===== config.mk =====
export PLATFORM = sky130hd
export DESIGN_NAME = uart_echo_top
export DESIGN_NICKNAME = d
export VERILOG_FILES = /design/src/rtl/uart_pkg.sv /design/src/rtl/uart_if.sv /design/src/rtl/uart_tx.sv /design/src/rtl/uart_echo_top.sv
export SDC_FILE = /design/constraint.sdc
export NUM_CORES = 1
export LEC_CHECK = 0
export ABC_AREA = 1
export CAP_MARGIN = 20
export CORE_MARGIN = 4
export CORE_UTILIZATION = 65
export DETAILED_ROUTE_END_ITERATION = 12
export GPL_TIMING_DRIVEN = 0
export PLACE_DENSITY = 0.79
export SLEW_MARGIN = 20
export SYNTH_ARGS = -nofsm -noshare
export SYNTH_HDL_FRONTEND = slang
export SYNTH_SLANG_ARGS = --single-unit
export TNS_END_PERCENT = 10

===== constraint.sdc =====
create_clock -name clock -period 6 [get_ports clock]
set_input_delay 1.2 -clock clock [delete_from_list [all_inputs] [get_ports clock]]
set_output_delay 1.2 -clock clock [all_outputs]
set_load 0.01 [all_outputs]

===== src/rtl/uart_pkg.sv =====
// Shared constants, banner contents and state encodings for the serial console path.
package uart_pkg;

    localparam int DEFAULT_CLKS_PER_BIT = 434;

    localparam int BANNER_LEN = 4;
    // Element 0 is sent first: "OK\r\n".
    localparam logic [BANNER_LEN-1:0][7:0] BANNER = {8'h0A, 8'h0D, 8'h4B, 8'h4F};

    typedef enum logic [1:0] {RX_IDLE, RX_START, RX_DATA, RX_STOP} rx_state_t;
    typedef enum logic [1:0] {TX_IDLE, TX_START, TX_DATA, TX_STOP} tx_state_t;

    function automatic logic [7:0] banner_byte(input logic [1:0] idx);
        return BANNER[idx];
    endfunction

endpackage


===== src/rtl/uart_if.sv =====
// Byte-wide valid/ready stream between a byte producer and a serial transmitter.
interface uart_if;
    logic [7:0] data;
    logic       valid;
    logic       ready;

    modport master (output data, output valid, input ready);
    modport slave  (input data, input valid, output ready);
endinterface


===== src/rtl/uart_tx.sv =====
// 8N1 serial transmitter; accepts a byte via valid/ready and drives a registered line.
module uart_tx
    import uart_pkg::*;
#(
    parameter int CLKS_PER_BIT = DEFAULT_CLKS_PER_BIT
)(
    input  logic  clock,
    input  logic  reset,
    uart_if.slave in_stream,
    output logic  io_tx
);

    localparam int               CNT_W    = $clog2(CLKS_PER_BIT);
    localparam logic [CNT_W-1:0] BIT_LAST = CNT_W'(CLKS_PER_BIT - 1);

    tx_state_t        state;
    logic [CNT_W-1:0] cnt;
    logic [2:0]       bit_idx;
    logic [7:0]       shreg;
    logic             bit_done;

    assign bit_done = (cnt == BIT_LAST);
    // Ready in the last stop-bit cycle lets the next frame follow with no idle gap.
    assign in_stream.ready = (state == TX_IDLE) || ((state == TX_STOP) && bit_done);

    always_ff @(posedge clock or negedge reset) begin
        if (!reset) begin
            state   <= TX_IDLE;
            cnt     <= '0;
            bit_idx <= '0;
            shreg   <= '0;
            io_tx   <= 1'b1;
        end else begin
            case (state)
                TX_IDLE: begin
                    cnt   <= '0;
                    io_tx <= 1'b1;
                    if (in_stream.valid) begin
                        shreg <= in_stream.data;
                        io_tx <= 1'b0;
                        state <= TX_START;
                    end
                end
                TX_START: begin
                    if (bit_done) begin
                        cnt     <= '0;
                        bit_idx <= '0;
                        io_tx   <= shreg[0];
                        state   <= TX_DATA;
                    end else begin
                        cnt <= cnt + 1'b1;
                    end
                end
                TX_DATA: begin
                    if (bit_done) begin
                        cnt <= '0;
                        if (bit_idx == 3'd7) begin
                            io_tx <= 1'b1;
                            state <= TX_STOP;
                        end else begin
                            bit_idx <= bit_idx + 1'b1;
                            shreg   <= {1'b0, shreg[7:1]};
                            io_tx   <= shreg[1];
                        end
                    end else begin
                        cnt <= cnt + 1'b1;
                    end
                end
                TX_STOP: begin
                    if (bit_done) begin
                        cnt <= '0;
                        if (in_stream.valid) begin
                            shreg <= in_stream.data;
                            io_tx <= 1'b0;
                            state <= TX_START;
                        end else begin
                            state <= TX_IDLE;
                        end
                    end else begin
                        cnt <= cnt + 1'b1;
                    end
                end
                default: state <= TX_IDLE;
            endcase
        end
    end

endmodule


===== src/rtl/uart_echo_top.sv =====
// Serial console top: sends a banner after reset, then echoes every well-framed received byte.
module uart_echo_top
    import uart_pkg::*;
#(
    parameter int CLKS_PER_BIT = DEFAULT_CLKS_PER_BIT,
    parameter int FIFO_DEPTH   = 16
)(
    input  logic clock,
    input  logic reset,
    input  logic io_rx,
    output logic io_tx
);

    localparam int               CNT_W     = $clog2(CLKS_PER_BIT);
    localparam logic [CNT_W-1:0] BIT_LAST  = CNT_W'(CLKS_PER_BIT - 1);
    localparam logic [CNT_W-1:0] HALF_LAST = CNT_W'(CLKS_PER_BIT / 2 - 1);
    localparam int               PTR_W     = $clog2(FIFO_DEPTH);
    localparam logic [PTR_W:0]   FIFO_FULL = (PTR_W + 1)'(FIFO_DEPTH);

    logic [1:0]       rx_sync;
    logic             rx_bit;
    rx_state_t        rx_state;
    logic [CNT_W-1:0] rx_cnt;
    logic [2:0]       rx_bit_idx;
    logic [7:0]       rx_shreg;
    logic [7:0]       rx_data;
    logic             rx_valid;

    logic [7:0]       fifo_mem [FIFO_DEPTH];
    logic [PTR_W-1:0] wr_ptr, rd_ptr;
    logic [PTR_W:0]   fifo_count;
    logic             fifo_empty, fifo_full, fifo_push, fifo_pop;

    logic [2:0]       banner_idx;
    logic             banner_active;
    logic             tx_fire;

    uart_if tx_stream ();

    // Sync flops reset high so a line that is undriven at power-up looks idle.
    always_ff @(posedge clock or negedge reset) begin
        if (!reset) rx_sync <= 2'b11;
        else        rx_sync <= {rx_sync[0], io_rx};
    end
    assign rx_bit = rx_sync[1];

    always_ff @(posedge clock or negedge reset) begin
        if (!reset) begin
            rx_state   <= RX_IDLE;
            rx_cnt     <= '0;
            rx_bit_idx <= '0;
            rx_shreg   <= '0;
            rx_data    <= '0;
            rx_valid   <= 1'b0;
        end else begin
            rx_valid <= 1'b0;
            case (rx_state)
                RX_IDLE: begin
                    rx_cnt <= '0;
                    if (rx_bit == 1'b0) rx_state <= RX_START;
                end
                RX_START: begin
                    if (rx_cnt == HALF_LAST) begin
                        rx_cnt     <= '0;
                        rx_bit_idx <= '0;
                        rx_state   <= (rx_bit == 1'b0) ? RX_DATA : RX_IDLE;
                    end else begin
                        rx_cnt <= rx_cnt + 1'b1;
                    end
                end
                RX_DATA: begin
                    if (rx_cnt == BIT_LAST) begin
                        rx_cnt     <= '0;
                        rx_shreg   <= {rx_bit, rx_shreg[7:1]};
                        rx_bit_idx <= rx_bit_idx + 1'b1;
                        if (rx_bit_idx == 3'd7) rx_state <= RX_STOP;
                    end else begin
                        rx_cnt <= rx_cnt + 1'b1;
                    end
                end
                RX_STOP: begin
                    if (rx_cnt == BIT_LAST) begin
                        rx_cnt   <= '0;
                        rx_state <= RX_IDLE;
                        if (rx_bit == 1'b1) begin
                            rx_valid <= 1'b1;
                            rx_data  <= rx_shreg;
                        end
                    end else begin
                        rx_cnt <= rx_cnt + 1'b1;
                    end
                end
                default: rx_state <= RX_IDLE;
            endcase
        end
    end

    // A push into a full FIFO only succeeds when a pop frees a slot in the same cycle.
    assign fifo_empty = (fifo_count == '0);
    assign fifo_full  = (fifo_count == FIFO_FULL);
    assign fifo_pop   = tx_fire && !banner_active;
    assign fifo_push  = rx_valid && (!fifo_full || fifo_pop);

    always_ff @(posedge clock) begin
        if (fifo_push) fifo_mem[wr_ptr] <= rx_data;
    end

    always_ff @(posedge clock or negedge reset) begin
        if (!reset) begin
            wr_ptr     <= '0;
            rd_ptr     <= '0;
            fifo_count <= '0;
        end else begin
            if (fifo_push) wr_ptr <= wr_ptr + 1'b1;
            if (fifo_pop)  rd_ptr <= rd_ptr + 1'b1;
            case ({fifo_push, fifo_pop})
                2'b10:   fifo_count <= fifo_count + 1'b1;
                2'b01:   fifo_count <= fifo_count - 1'b1;
                default: fifo_count <= fifo_count;
            endcase
        end
    end

    assign banner_active   = (banner_idx < 3'(BANNER_LEN));
    assign tx_stream.valid = banner_active || !fifo_empty;
    assign tx_stream.data  = banner_active ? banner_byte(banner_idx[1:0]) : fifo_mem[rd_ptr];
    assign tx_fire         = tx_stream.valid && tx_stream.ready;

    always_ff @(posedge clock or negedge reset) begin
        if (!reset)                       banner_idx <= '0;
        else if (tx_fire && banner_active) banner_idx <= banner_idx + 3'd1;
    end

    uart_tx #(.CLKS_PER_BIT(CLKS_PER_BIT)) u_tx (
        .clock     (clock),
        .reset     (reset),
        .in_stream (tx_stream),
        .io_tx     (io_tx)
    );

endmodule


* Word-level counts from Yosys, hierarchy flattened
Memories as Yosys holds them, arrays and structs flattened.
Cells that the tools add are included.
** Cells by class
- Mux-type cells :: 47
- Add/sub/neg operators :: 9
- Reduce and logical (&&, ||, !) cells :: 28
- Magnitude comparators :: 2
- Eq/ne operators :: 26
** Operators by type and width (count)
- 8-bit two-way mux :: 6
- 9-bit two-way mux :: 3
- 9-bit one-hot mux with 3 select lines :: 1
- 8-bit one-hot mux with 3 select lines :: 1
- 2-bit two-way mux :: 11
- 9-bit by 1-bit adder with 9-bit output, second input constant :: 2
- 9-bit equality test, second input constant :: 2
- 9-bit one-hot mux with 2 select lines :: 1
- 8-bit binary-select mux with 2-bit select :: 1
- 2-bit != test, second input constant :: 8
- 2-bit one-hot mux with 4 select lines :: 2
- 3-bit two-way mux :: 5
- 1-bit two-way mux :: 12
- 3-bit one-hot mux with 2 select lines :: 2
- 4-bit AND reduction :: 3
- 2-bit equality test, second input constant :: 5
- 5-bit one-hot mux with 2 select lines :: 1
- 5-bit AND reduction :: 2
- 3-bit by 1-bit adder with 3-bit output, second input constant :: 3
- 9-bit by 8-bit equality test with 1-bit output, second input constant :: 1
- 4-bit by 1-bit adder with 4-bit output, second input constant :: 2
- 2-bit by 1-bit != test with 1-bit output, second input constant :: 4
- 2-bit by 1-bit equality test with 1-bit output, second input constant :: 3
- 3-bit equality test, second input constant :: 2
- other kinds (17) :: 29
** Storage, ports and cells
- Logic and storage cells :: 129
- Register bits after elaboration :: 72
- RAM bits :: 128
- Memories kept :: 1
- Input port bits :: 3
** Memory list
- fifo_mem :: depth 16, width 8, read ports 1, clocked after memory_dff 0, write ports 1, RTL line uart_echo_top.sv:29 : logic [7:0] fifo_mem [FIFO_DEPTH];

* Depth between registers and ports, before layout
- Depth after elaboration :: 9
- Depth in mapped cells :: 19
- Gate-level depth less buffers :: 19

* Cells and area by module
Synthesis repeated with hierarchy kept, for this count alone.
** Unflattened totals
- Cell total of the unflattened synthesis :: 892
- Area total of the unflattened synthesis :: 9182.6 µm²
** Modules (own cells, without submodules)
- uart_echo_top :: times used 1, cells an instance 706, area an instance 7773.7 µm²
- uart_tx :: times used 1, cells an instance 186, area an instance 1408.9 µm²

* Worst setup path before layout
OpenSTA, ideal clock, no wires.
- Kind :: reg-to-reg
- Start :: register u_tx.state[1]
- End :: register fifo_count[4]
- Data required time :: 5.887 ns
- Cell stages (with the launch flop) :: 17
- Arrival time :: 2.211 ns
- Path slack :: 3.676 ns
- Cells stage by stage :: dfrtp_1 inv_1 ha_1 nor2_1 nor2_4 nand2_4 nor2_8 nand2_4 inv_1 ha_1 a21o_1 a31oi_1 inv_1 nand2_2 nand3_1 nand2_1 inv_1
** Between the ends
- Word-level cells in the longest chain between the ends :: 9
- Elaborated cells on any way between the ends :: 12
** Ends and longest elaborated chain
- start: declaration :: RTL line uart_tx.sv:16 : tx_state_t state;
- start signal: assignment :: RTL line uart_tx.sv:28 : state <= TX_IDLE;
- start signal: assignment :: RTL line uart_tx.sv:41 : state <= TX_START;
- start signal: assignment :: RTL line uart_tx.sv:49 : state <= TX_DATA;
- 2-bit equality test :: RTL line uart_tx.sv:24 : assign in_stream.ready = (state == TX_IDLE) || ((state == TX_STOP) && bit_done);
- 1-bit logical AND :: RTL line uart_tx.sv:24
- 1-bit logical OR (*) :: RTL line uart_tx.sv:24
- 1-bit logical AND (*) :: RTL line uart_echo_top.sv:127 : assign tx_fire = tx_stream.valid && tx_stream.ready;
- 1-bit logical AND (*) :: RTL line uart_echo_top.sv:101 : assign fifo_pop = tx_fire && !banner_active;
- 1-bit logical OR :: RTL line uart_echo_top.sv:102 : assign fifo_push = rx_valid && (!fifo_full || fifo_pop);
- 1-bit logical AND :: RTL line uart_echo_top.sv:102
- 2-bit by 1-bit equality test with 1-bit output / 2-bit equality test (equally long branches) :: RTL line uart_echo_top.sv:116 : case ({fifo_push, fifo_pop})
- 5-bit one-hot mux with 2 select lines / 2-bit nonzero test (equally long branches)
- end signal: assignment :: RTL line uart_echo_top.sv:117 : 2'b10: fifo_count <= fifo_count + 1'b1;
- end signal: assignment :: RTL line uart_echo_top.sv:118 : 2'b01: fifo_count <= fifo_count - 1'b1;
- end signal: assignment :: RTL line uart_echo_top.sv:119 : default: fifo_count <= fifo_count;
- end: declaration :: RTL line uart_echo_top.sv:31 : logic [PTR_W:0] fifo_count;
Every way passes the cells marked *; elsewhere a longest branch is shown, timed or not.
A chain may end at the register's enable or synchronous reset.

* Worst setup path in the final report
- Start :: register u_tx.state[1]
- End :: memory fifo_mem[11][0] (enable)
** Between the ends
- Word-level cells in the longest chain between the ends :: 9
- Elaborated cells on any way between the ends :: 10
** Ends and longest elaborated chain
- 2-bit equality test :: RTL line uart_tx.sv:24
- 1-bit logical AND :: RTL line uart_tx.sv:24
- 1-bit logical OR (*) :: RTL line uart_tx.sv:24
- 1-bit logical AND (*) :: RTL line uart_echo_top.sv:127
- 1-bit logical AND (*) :: RTL line uart_echo_top.sv:101
- 1-bit logical OR (*) :: RTL line uart_echo_top.sv:102
- 1-bit logical AND (*) :: RTL line uart_echo_top.sv:102
- 1-bit two-way mux (*) :: RTL line uart_echo_top.sv:105 : if (fifo_push) fifo_mem[wr_ptr] <= rx_data;
- 1-bit two-way mux (implied by the code) (*) :: RTL line uart_echo_top.sv:105
- end: declaration :: RTL line uart_echo_top.sv:29
Marked as above.

==> flow_summary.ini <==
[run_status]
outcome = finished clean

[route]
route.detailed.drc = 0
antenna_left = 0
routedWlPerCell_um = 18.2
via_per_inst = 5.99
drt-total-wl_um = 19400
vias = 6386
drtIter0Drc = 775
first_pass_iters = 6

[timing]
setup_ws_ns = 3.20
relSlewSlack_pct = 33.9
slew_viol_final = 0
rsz0062_at_grt = no
finalSetupTns_ns = 0
hold_violations = 0
setup_viol = 0
tightest_slew_ns = 0.988
fin_crit_sh_pct = 46.7
fin_crit_ns = 2.80
fmax_ghz = 0.357
fin_skew_ns = 0.00673

[die]
die_y_um = 126
start_util_pct = 67.4
dieArea_mm2 = 0.0158
core_mm2 = 0.0134
ios = 4
die_w_um = 126
row_count = 42

[final_layout]
finalNetCount = 909
fill_cells = 873
final_cell_area_mm2 = 0.00989
n_antenna_cell = 0
drive_gt1_share_pct = 10.6
syn_to_final_growth_pct = 9.50

[grt]
overflow = 0
antenna_found_initial = 0
grt_util_all_layers_pct = 25.7
grt_max_degree = 41
first_global_vias = 6367
grt_pass1_wl_um = 31900

[clock_tree]
clockBufferDepth = 2
cts_resized = 0
path_clk_slew_ns = 0.07
hold_buffers = 0
clockRootBuffer = clkbuf_16
cts_num_sinks = 200
tritoncts = done
worstSkewPairLatency_ns = 0.43
cts_buffers = 17
cts_setup_buffers = 0
h-tree-depth = 4

[hold_path]
worstHoldPathType = register to register

[yosys]
synth.cells.most_frequent = 186 x nand2_1, 128 x edfxtp_1, 102 x nor2_1
syn-cell-area_mm2 = 0.00903
ys.warnings.count = 0
synth_cells = 854
synth_top_area_cell = edfxtp_1
async_flop_share_pct = 36.0
netlist.area_leader.share_pct = 42.6
synth_edf_count = 128
synth_most_common_cell = nand2_1
ys_seq_elements = 200
synth_flop_cell = edfxtp_1
syn_area_per_cell_um2 = 10.6
yosysSeqAreaShare_pct = 62.6
syn-num-nets = 886
ys_types = 45
synth.area.top_cells = edfxtp_1 43%, dfrtp_1 19%, nand2_1 7.7%

[setup_path]
required_ns = 6.05
end_kind = register
cp-start-kind = register
arrival_ns = 2.85
crit_chain = inv_1, ha_1, nor2_1, nor2_4, nand2_4, nor2_8, o21ai_4, inv_8, nand2_4, nor2_1
crit_type = register to register
critPathMaxStageDelay_ns = 0.75
path_max_fanout = 8
cp_slowest_cell = nor2_1

[placed_design]
hpwlAfterDp_um = 13100
io_buffers = 3
place_ws_ns = 3.20
gp_congestion = 0.902
placed_area_mm2 = 0.00930

[run]
drv_cap = 0

[power]
vdd_drop_max_mv = 0.183
leakagePower_nw = 3.93
cellPowerDensity_mw_per_mm2 = 262
==> kinds of logic (layout without fill, tap and decap cells) <==
| kind of cell | Yosys count | in the layout | synth area share (%) |
|---|---|---|---|
| AOI/OAI and AO/OA | 103 | 103 | 6.94 |
| adders and majority gates | 29 | 29 | 4.10 |
| muxes | 1 | 1 | 0.111 |
| DFF | 200 | 200 | 62.6 |
| and+or+nand+nor | 399 | 399 | 19.7 |
| buffers and inverters | 105 | 141 | 4.97 |
| xor gates and xnor gates | 17 | 17 | 1.65 |
==> cells in the final DEF (no fill, tap or decap), types with 2 or more instances in the layout <==
cell type and instances:
nand2_1 186, edfxtp_1 128, nor2_1 102, nand3_1 79, dfrtp_1 69, inv_1 68
o21ai_0 52, ha_1 28, clkbuf_16 20, buf_2 17, a21oi_1 16, o211ai_1 15
xor2_1 13, clkbuf_1 9, o21ai_2 9, nand2_4 8, nand2_2 6, nor3_1 6
xnor2_1 4, buf_4 4, inv_2 3, o221ai_1 3, clkinvlp_4 3, clkinv_2 3
dfstp_2 3, buf_6 2, nor2_4 2, clkinv_1 2, a31oi_1 2, nand3b_1 2
clkbuf_8 2, inv_4 2, clkdlybuf4s50_1 2
==> flip-flops by register name (all words and copies together) (netlist names), 5 cells and up, named ones only <==
register	flops
fifo_mem	128
rx_cnt	9
u_tx.cnt	9
rx_data	8
rx_shreg	8
u_tx.shreg	8
fifo_count	5
==> stage by stage <==
| step | hold WS (ns) | total power (W) | instances | util, % |
|---|---|---|---|---|
| 2_1_floorplan | 0.345 | 0.00148 | 854 | - |
| 3_3_place_gp | 0.350 | 0.00149 | 1033 | 69.3 |
| 3_5_place_dp | 0.350 | 0.00150 | 1034 | 69.4 |
| 4_1_cts | 0.360 | 0.00259 | 1066 | 73.8 |
| 5_1_grt | 0.362 | 0.00265 | 1066 | 73.8 |
| 6_report | 0.358 | 0.00259 | 1066 | 73.8 |
==> where the power goes <==
part           internal, W  total (W)  switching [W]
combinational   0.00000238  0.0000121     0.00000969
clock             0.000626    0.00112       0.000495
sequential         0.00145    0.00145    0.000000278
==> critical path, delay by kind of cell (launching register included) <==
kind / cells / cell delay, ns
buffers and inverters: 2 / 0.29
DFF: 1 / 0.43
AOI/OAI and AO/OA: 1 / 0.12
adders and majority gates: 1 / 0.24
and+or+nand+nor: 6 / 1.33
==> worst paths after layout <==
check / start / end / slack, ns / cells after the start
min in group asynchronous: reset / rx_cnt[3]$_DFF_PN0_ / 0.70 / 1
max in group asynchronous: reset / u_tx.io_tx$_DFFE_PN1P_ / 4.69 / 2
min reg2reg: rx_sync[0]$_DFF_PN1_ / rx_sync[1]$_DFF_PN1_ / 0.36 / 0
max reg2reg: u_tx.state[1]$_DFFE_PN0P_ / fifo_mem[11][0]$_DFFE_PP_ / 3.20 / 10
max: u_tx.state[1]$_DFFE_PN0P_ / fifo_mem[11][0]$_DFFE_PP_ / 3.20 / 10
min: rx_sync[0]$_DFF_PN1_ / rx_sync[1]$_DFF_PN1_ / 0.36 / 0
==> per-layer routing <==
layer / part of all wire [%] / track usage (%)
met1: 39 / 33.8
met3: 8.2 / 5.25
met2: 50 / 43.3
met4: 2.5 / 8.71
met5: 0 / 0
==> area by class of cell <==
| cell class | instances | area (um2) | area share (%) |
|---|---|---|---|
| Clock inverter | 9 | 58.8 | 0.595 |
| Inverter | 74 | 285 | 2.88 |
| Clock buffer | 23 | 532 | 5.38 |
| Sequential cell | 200 | 5650 | 57.1 |
| Buffer | 31 | 164 | 1.66 |
| Timing Repair Buffer | 4 | 47.5 | 0.481 |
| Tap cell | 176 | 220 | 2.23 |
| Multi-Input combinational cell | 549 | 2930 | 29.7 |
Note: power is estimated with default switching activity, not from simulation.
